## src/rtl/act_buf_reader.sv

```systemverilog
// Activation-fetch engine: walks a tile in the activation buffer, absorbs the read
// latency and returns tagged words to the core through a credit-limited skid FIFO.
//
// state  | meaning
// IDLE   | waiting for i_start
// ISSUE  | issuing buffer reads while credit allows
// DRAIN  | all reads issued, waiting for the final word to transfer
module act_buf_reader #(
  parameter int ADDR_W     = 10,
  parameter int DW         = 256,
  parameter int READ_LAT   = 2,
  parameter int FIFO_DEPTH = 4
) (
  input  logic              CLK,
  input  logic              RST,
  input  logic              i_start,
  input  logic [ADDR_W-1:0] i_base_addr,
  input  logic [8:0]        i_num_rows,
  input  logic [8:0]        i_num_cols,
  input  logic [ADDR_W-1:0] i_row_stride,
  input  logic [3:0]        i_repeat,
  output logic              o_busy,
  output logic              o_done,
  output logic              buf_enb,
  output logic [ADDR_W-1:0] buf_addrb,
  input  logic [DW-1:0]     buf_doutb,
  output logic [DW-1:0]     o_Act,
  output logic [8:0]        o_row,
  output logic [8:0]        o_col,
  output logic              o_Vld,
  input  logic              i_Ready
);

  localparam int PW = (FIFO_DEPTH > 1) ? $clog2(FIFO_DEPTH) : 1;
  localparam int CW = $clog2(FIFO_DEPTH + 1);
  localparam int EW = DW + 18;
  localparam logic [CW:0]   DEPTH_C  = (CW + 1)'(FIFO_DEPTH);
  localparam logic [PW-1:0] LAST_PTR = PW'(FIFO_DEPTH - 1);

  typedef enum logic [1:0] {S_IDLE, S_ISSUE, S_DRAIN} state_t;
  state_t state, state_nxt;

  logic [ADDR_W-1:0] stride_q, row_base;
  logic [8:0]        rows_q, cols_q, r_cnt, c_cnt;
  logic [3:0]        rep_q, p_cnt;
  logic [CW-1:0]     outstanding, fifo_count;
  logic              done_q, done_nxt;

  logic [READ_LAT-1:0] vld_pipe;
  logic [8:0]          row_pipe [READ_LAT];
  logic [8:0]          col_pipe [READ_LAT];

  logic [EW-1:0] fifo_mem [FIFO_DEPTH];
  logic [PW-1:0] wr_ptr, rd_ptr;

  logic          start_ok, zero_size, credit_ok, issue, last_issue;
  logic          fifo_wr, fifo_pop, fifo_empty, final_xfer;
  logic [CW:0]   credit_used;

  assign zero_size   = (i_num_rows == '0) || (i_num_cols == '0);
  assign credit_used = {1'b0, outstanding} + {1'b0, fifo_count};
  assign credit_ok   = credit_used < DEPTH_C;
  assign last_issue  = (c_cnt == cols_q - 9'd1) && (p_cnt == rep_q) &&
                       (r_cnt == rows_q - 9'd1);
  assign fifo_empty  = (fifo_count == '0);
  assign fifo_wr     = vld_pipe[READ_LAT-1];
  assign fifo_pop    = !fifo_empty && i_Ready;
  // Nothing in flight and one word left means this pop ends the job.
  assign final_xfer  = fifo_pop && (fifo_count == CW'(1)) && (outstanding == '0);

  always_ff @(posedge CLK) begin
    if (RST) begin
      state  <= S_IDLE;
      done_q <= 1'b0;
    end else begin
      state  <= state_nxt;
      done_q <= done_nxt;
    end
  end

  always_comb begin
    state_nxt = state;
    issue     = 1'b0;
    start_ok  = 1'b0;
    done_nxt  = 1'b0;
    case (state)
      S_IDLE: begin
        if (i_start) begin
          start_ok = 1'b1;
          if (zero_size) done_nxt = 1'b1;
          else state_nxt = S_ISSUE;
        end
      end
      S_ISSUE: begin
        if (credit_ok) begin
          issue = 1'b1;
          if (last_issue) state_nxt = S_DRAIN;
        end
      end
      S_DRAIN: begin
        if (final_xfer) begin
          state_nxt = S_IDLE;
          done_nxt  = 1'b1;
        end
      end
      default: state_nxt = S_IDLE;
    endcase
  end

  // Row base is a running sum of the stride; address wraps at 2^ADDR_W.
  always_ff @(posedge CLK) begin
    if (RST) begin
      rows_q   <= '0;
      cols_q   <= '0;
      rep_q    <= '0;
      stride_q <= '0;
      row_base <= '0;
      r_cnt    <= '0;
      p_cnt    <= '0;
      c_cnt    <= '0;
    end else if (start_ok) begin
      rows_q   <= i_num_rows;
      cols_q   <= i_num_cols;
      rep_q    <= i_repeat;
      stride_q <= i_row_stride;
      row_base <= i_base_addr;
      r_cnt    <= '0;
      p_cnt    <= '0;
      c_cnt    <= '0;
    end else if (issue) begin
      if (c_cnt == cols_q - 9'd1) begin
        c_cnt <= '0;
        if (p_cnt == rep_q) begin
          p_cnt    <= '0;
          r_cnt    <= r_cnt + 9'd1;
          row_base <= row_base + stride_q;
        end else begin
          p_cnt <= p_cnt + 4'd1;
        end
      end else begin
        c_cnt <= c_cnt + 9'd1;
      end
    end
  end

  always_ff @(posedge CLK) begin
    if (RST) begin
      vld_pipe <= '0;
      for (int i = 0; i < READ_LAT; i++) begin
        row_pipe[i] <= '0;
        col_pipe[i] <= '0;
      end
    end else begin
      vld_pipe[0] <= issue;
      row_pipe[0] <= r_cnt;
      col_pipe[0] <= c_cnt;
      for (int i = 1; i < READ_LAT; i++) begin
        vld_pipe[i] <= vld_pipe[i-1];
        row_pipe[i] <= row_pipe[i-1];
        col_pipe[i] <= col_pipe[i-1];
      end
    end
  end

  always_ff @(posedge CLK) begin
    if (RST) begin
      wr_ptr      <= '0;
      rd_ptr      <= '0;
      fifo_count  <= '0;
      outstanding <= '0;
    end else begin
      if (fifo_wr)  wr_ptr <= (wr_ptr == LAST_PTR) ? '0 : wr_ptr + PW'(1);
      if (fifo_pop) rd_ptr <= (rd_ptr == LAST_PTR) ? '0 : rd_ptr + PW'(1);
      fifo_count  <= fifo_count + CW'(fifo_wr) - CW'(fifo_pop);
      outstanding <= outstanding + CW'(issue) - CW'(fifo_wr);
    end
  end

  always_ff @(posedge CLK) begin
    if (fifo_wr) fifo_mem[wr_ptr] <= {buf_doutb, row_pipe[READ_LAT-1], col_pipe[READ_LAT-1]};
  end

  assign o_busy    = (state != S_IDLE);
  assign o_done    = done_q;
  assign buf_enb   = issue;
  assign buf_addrb = issue ? (row_base + ADDR_W'(c_cnt)) : '0;
  assign o_Vld     = !fifo_empty;
  assign {o_Act, o_row, o_col} = fifo_empty ? '0 : fifo_mem[rd_ptr];

endmodule

```

## config.mk

```make
export PLATFORM = sky130hd
export DESIGN_NAME = act_buf_reader
export DESIGN_NICKNAME = d
export VERILOG_FILES = /design/src/rtl/act_buf_reader.sv
export SDC_FILE = /design/constraint.sdc
export NUM_CORES = 1
export LEC_CHECK = 0
export BUFFER_PORTS_ARGS = -buffer_cell sky130_fd_sc_hd__buf_2
export CAP_MARGIN = 20
export CORE_ASPECT_RATIO = 0.7
export CORE_MARGIN = 2
export CORE_UTILIZATION = 58
export CTS_CLUSTER_DIAMETER = 60
export CTS_CLUSTER_SIZE = 14
export DETAILED_ROUTE_END_ITERATION = 8
export GPL_TIMING_DRIVEN = 0
export PLACE_DENSITY_LB_ADDON = 0.2
export SKIP_LAST_GASP = 1
export SLEW_MARGIN = 30
export SYNTH_ARGS = -nofsm -noshare
export SYNTH_HDL_FRONTEND = slang
export SYNTH_SLANG_ARGS = --single-unit
```

## constraint.sdc

```tcl
create_clock -name CLK -period 8.8 [get_ports CLK]
set_input_delay 2.2 -clock CLK [delete_from_list [all_inputs] [get_ports CLK]]
set_output_delay 2.2 -clock CLK [all_outputs]
set_load 0.05 [all_outputs]
```

# Word-level counts from Yosys, hierarchy flattened
# Memory sizes are Yosys's and may differ from the RTL's. A register that Yosys moved wholly into a read port is not among the register bits.
# Index checks and enable logic that the tools add are counted.
# op_classes
addsub	14
order_cmp	1
eq_ne	13
n_mux	35
n_bitwise	4
reduce_logical	21
# ops
op	n
$mux W274	1
$mux W10	5
$mux W9	5
$add A9 B1 Y9 const B	2
$eq A9 B9 Y1	2
$logic_not A9 Y1	2
$mux W2	9
$sub A9 B1 Y9 const B	2
$mux W1	12
$add A10 B10 Y10	1
$add A10 B9 Y10	1
$ne A2 B2 Y1 const B	5
$reduce_bool A2 Y1	4
$add A3 B1 Y3	2
$eq A2 B2 Y1 const B	3
$logic_not A3 Y1	2
$pmux W2 S3	1
$reduce_and A3 Y1	2
$sub A3 B1 Y3	2
$logic_and A1 B1 Y1	5
$reduce_and A5 Y1	1
$add A2 B1 Y2 const B	2
$add A3 B3 Y4	1
$add A4 B1 Y4 const B	1
12 further kinds	15
# word_totals
register_bits	79
ramBits	1132
inputBits	302
elab_cells	106
n_memories	3
# memory_table
memory	words	width	read_ports	rd_ports_with_merged_regs	wr	line_no	rtl
fifo_mem	4	274	1	1	1	53	logic [EW-1:0] fifo_mem [FIFO_DEPTH];
col_pipe	2	9	2	0	2	51	logic [8:0] col_pipe [READ_LAT];
row_pipe	2	9	2	0	2	50	logic [8:0] row_pipe [READ_LAT];

# Longest topological paths before layout
# depth
depth_word	7
depth_mapped	12
depth_no_buf	11

# Worst setup path before layout
# No wires, ideal clock.
# synth_timing
path_kind	register -> register
startpoint	register wr_ptr[0]
endpoint	memory fifo_mem[0][0] (netlist bit) (enable)
setup_time_ns	0.669
arrival_ns	6.749
path_slack_ns	1.383
path_stages_with_launch	4
period_less_slack_ns	7.417
cell_sequence	dfxtp_1 -> inv_1 -> ha_1 -> and2_1
# synth_rtl
item	line_no	rtl
from (decl)	54	logic [PW-1:0] wr_ptr, rd_ptr;
from (signal assigned)	172	if (fifo_wr) wr_ptr <= (wr_ptr == LAST_PTR) ? '0 : wr_ptr + PW'(1);
to (decl)	53	
# No word-level cell before the write port.

==> reports/results.ini <==
[synth]
syn_area_mm2 = 0.04714
avgSynthCellArea_um2 = 19.32
ys_warn_count = 0
synth_nets = 2780
synth_top_area_share_pct = 69.82
synthFlopType = edfxtp_1
synthTopCellsByArea = edfxtp_1, mux4_2, dfxtp_1, and2_1, ha_1
async_flop_share_pct = 0
syn_inst = 2440
seq_area_frac_synth_pct = 74.79
synth_edf_count = 1096
synth_largest_area_cell = edfxtp_1
synth.ff_latch_count = 1213
synthDistinctLibCells = 62

[timing]
slew-limit-headroom_pct = 32.88
hold_viol_final = 0
max_freq_ghz = 0.1692
maxSlewViolCount = 0
post-route-period-util_pct = 67.17
fin_worst_skew_ns = 0.01596
finalSetupTns_ns = 0
timing.hold.ws_ns = 0.4356
tightestPinTransition_ns = 1.007
finalSetupViolations = 0
min_period_ns = 5.911
worst_slack_ns = 2.889
rsz0062_at_grt = false

[grt]
grt_pass1_vias = 25570
antenna_found_initial = 38
grt.total_usage_pct = 25.35
grt_use_met2_pct = 40.62
grt_max_degree = 43
grtUsageMet3_pct = 6.984
top_usage_layer = met2
met1_usage_pct = 33.72
grt_pass1_wl_mm = 156.7
grt.overflow.total = 0

[power_and_ir_drop]
powerDensity_mw_per_mm2 = 295.4
power_mw = 16.23
peakVddDrop_uv = 240.3
p_leak_nw = 18.65

[cells_and_area]
drive_above_1_share_pct = 32.23
finalNetCount = 3501
post-route-cell-area_mm2 = 0.05493
finalCoreUtilization_pct = 68.20
final_cell_mix = edfxtp_1, buf_2, and2_1
final_common_cell = edfxtp_1
syn2layout_area_growth_pct = 16.53
fin_cells = 4295

[clock_tree]
cts_tree = done
h-tree-depth = 3
post-cts-setup-buffers = 0
clk_path_buf_depth = 3
clock_sinks = 1213
path_clk_slew_ns = 0.07
clock_latency_ns = 0.66
cts_resized = 0
cts_hold_buf = 0
cts_root_buf = clkbuf_16
numCtsBuffers = 97

[run]
cap_viol_max_count = 0

[routing]
avgRoutedWirePerCell_um = 24.78
postRouteAntennaNets = 0
drt_first_pass_iters = 5
drcViolationCount = 0
drt-vias-per-instance = 5.809
drt_iter0_drc = 1975
vias = 24950
drt_wl_total_mm = 106.4

[setup_path]
crit_chain = clkbuf_1 > clkbuf_1 > buf_1 > mux4_2 > and2_1 > buf_2
crit_arrival_ns = 3.71
cp.required_ns = 6.60
worstSetupPathType = flip-flop to output pin
cpPeakStageDelay_ns = 0.77
critPathBufInv = 4
slowest_stage = clkbuf_1
cp-start-kind = flip-flop
critPathCaptureType = output pin
cp_max_fo = 10
crit_family = buffers and inverters
critPathMostFrequentCell = clkbuf_1

[die]
die_x_um = 344.7
pin_count = 590
start_util_pct = 58.52
die-height_um = 242.5
core_area_mm2 = 0.08055
fp.dieArea_mm2 = 0.08361
rows = 87

[placed_design]
place_ws_ns = 3.467
dp.cells = 4128
postPlaceCellArea_mm2 = 0.05217
gp_congestion = 0.8813
numPortBuffers = 589
hpwl_mm = 73.54

[outcome]
status = finished, final reports clean

[worst_hold_path]
hp-class = flip-flop to flip-flop

-- layer usage --
metal / routed length [um] / part of all wire, %
met1: 41310 / 39
met3: 8871 / 8.3
met4: 3469 / 3.3
met2: 52630 / 49
met5: 165 / 0.16
-- worst paths after layout --
kind         cells past startpoint                      start                    endpoint  slack [ns]
max                              6                  flip-flop                   o_Act[75]        2.89
min                              1  col_pipe[0][5]$_SDFF_PP0_  col_pipe[0][14]$_SDFF_PP0_        0.44
max reg2reg                     11   fifo_count[2]$_SDFF_PP0_   outstanding[2]$_SDFF_PP0_        5.50
min reg2reg                      1  col_pipe[0][5]$_SDFF_PP0_  col_pipe[0][14]$_SDFF_PP0_        0.44
-- power by group --
group	total [mW]	internal [mW]	switching, mW	leakage, nW
Sequential	6.46	6.40	0.0588	10.7
Clock	3.89	2.02	1.87	1.29
Combinational	5.87	1.59	4.28	6.63
Total	16.2	10.0	6.21	18.7
-- registers in the layout, summed over array words and instances, names as in the netlist, named ones only --
name / count
fifo_mem: 1096
col_pipe: 18
row_pipe: 18
row_base: 10
stride_q: 10
c_cnt: 9
cols_q: 9
r_cnt: 9
rows_q: 9
p_cnt: 4
rep_q: 4
fifo_count: 3
outstanding: 3
rd_ptr: 2
state: 2
vld_pipe: 2
wr_ptr: 2
o_done: 1
-- synth_stat cells (all sizes together), types with 17 or more instances --
| cell type | number |
|---|---|
| ha | 34 |
| buf | 44 |
| o21ai | 21 |
| nor2b | 43 |
| clkbuf | 85 |
| xnor2 | 36 |
| nor4 | 18 |
| or3 | 19 |
| edfxtp | 1096 |
| nand2 | 97 |
| nand3 | 23 |
| inv | 24 |
| dfxtp | 117 |
| and2 | 282 |
| nor2 | 38 |
| nor3 | 17 |
| mux4 | 274 |
| a21oi | 53 |
-- cell type report --
class / count / area, um^2
Inverter: 24 / 90.09
Sequential cell: 1213 / 35250
Clock buffer: 132 / 2559
Timing Repair Buffer: 622 / 3696
Tap cell: 1068 / 1336
Antenna cell: 25 / 62.56
Buffer: 129 / 508.0
Fill cell: 5254 / 25620
Multi-Input combinational cell: 1074 / 11310
Clock inverter: 8 / 113.9
-- logic make-up (layout without fill, tap and decap cells) --
family	count (synthesis)	in the layout	synth area share, %
XOR/XNOR	49	49	0.9396
AO/OA/AOI/OAI	133	133	1.845
flip-flops	1213	1213	74.79
buffers and inverters	153	915	1.237
multiplexers	281	281	13.24
other	0	25	0
AND/OR/NAND/NOR	573	573	6.880
adder cells (fa/ha/maj)	38	38	1.072
(Power assumes the default switching activity.)
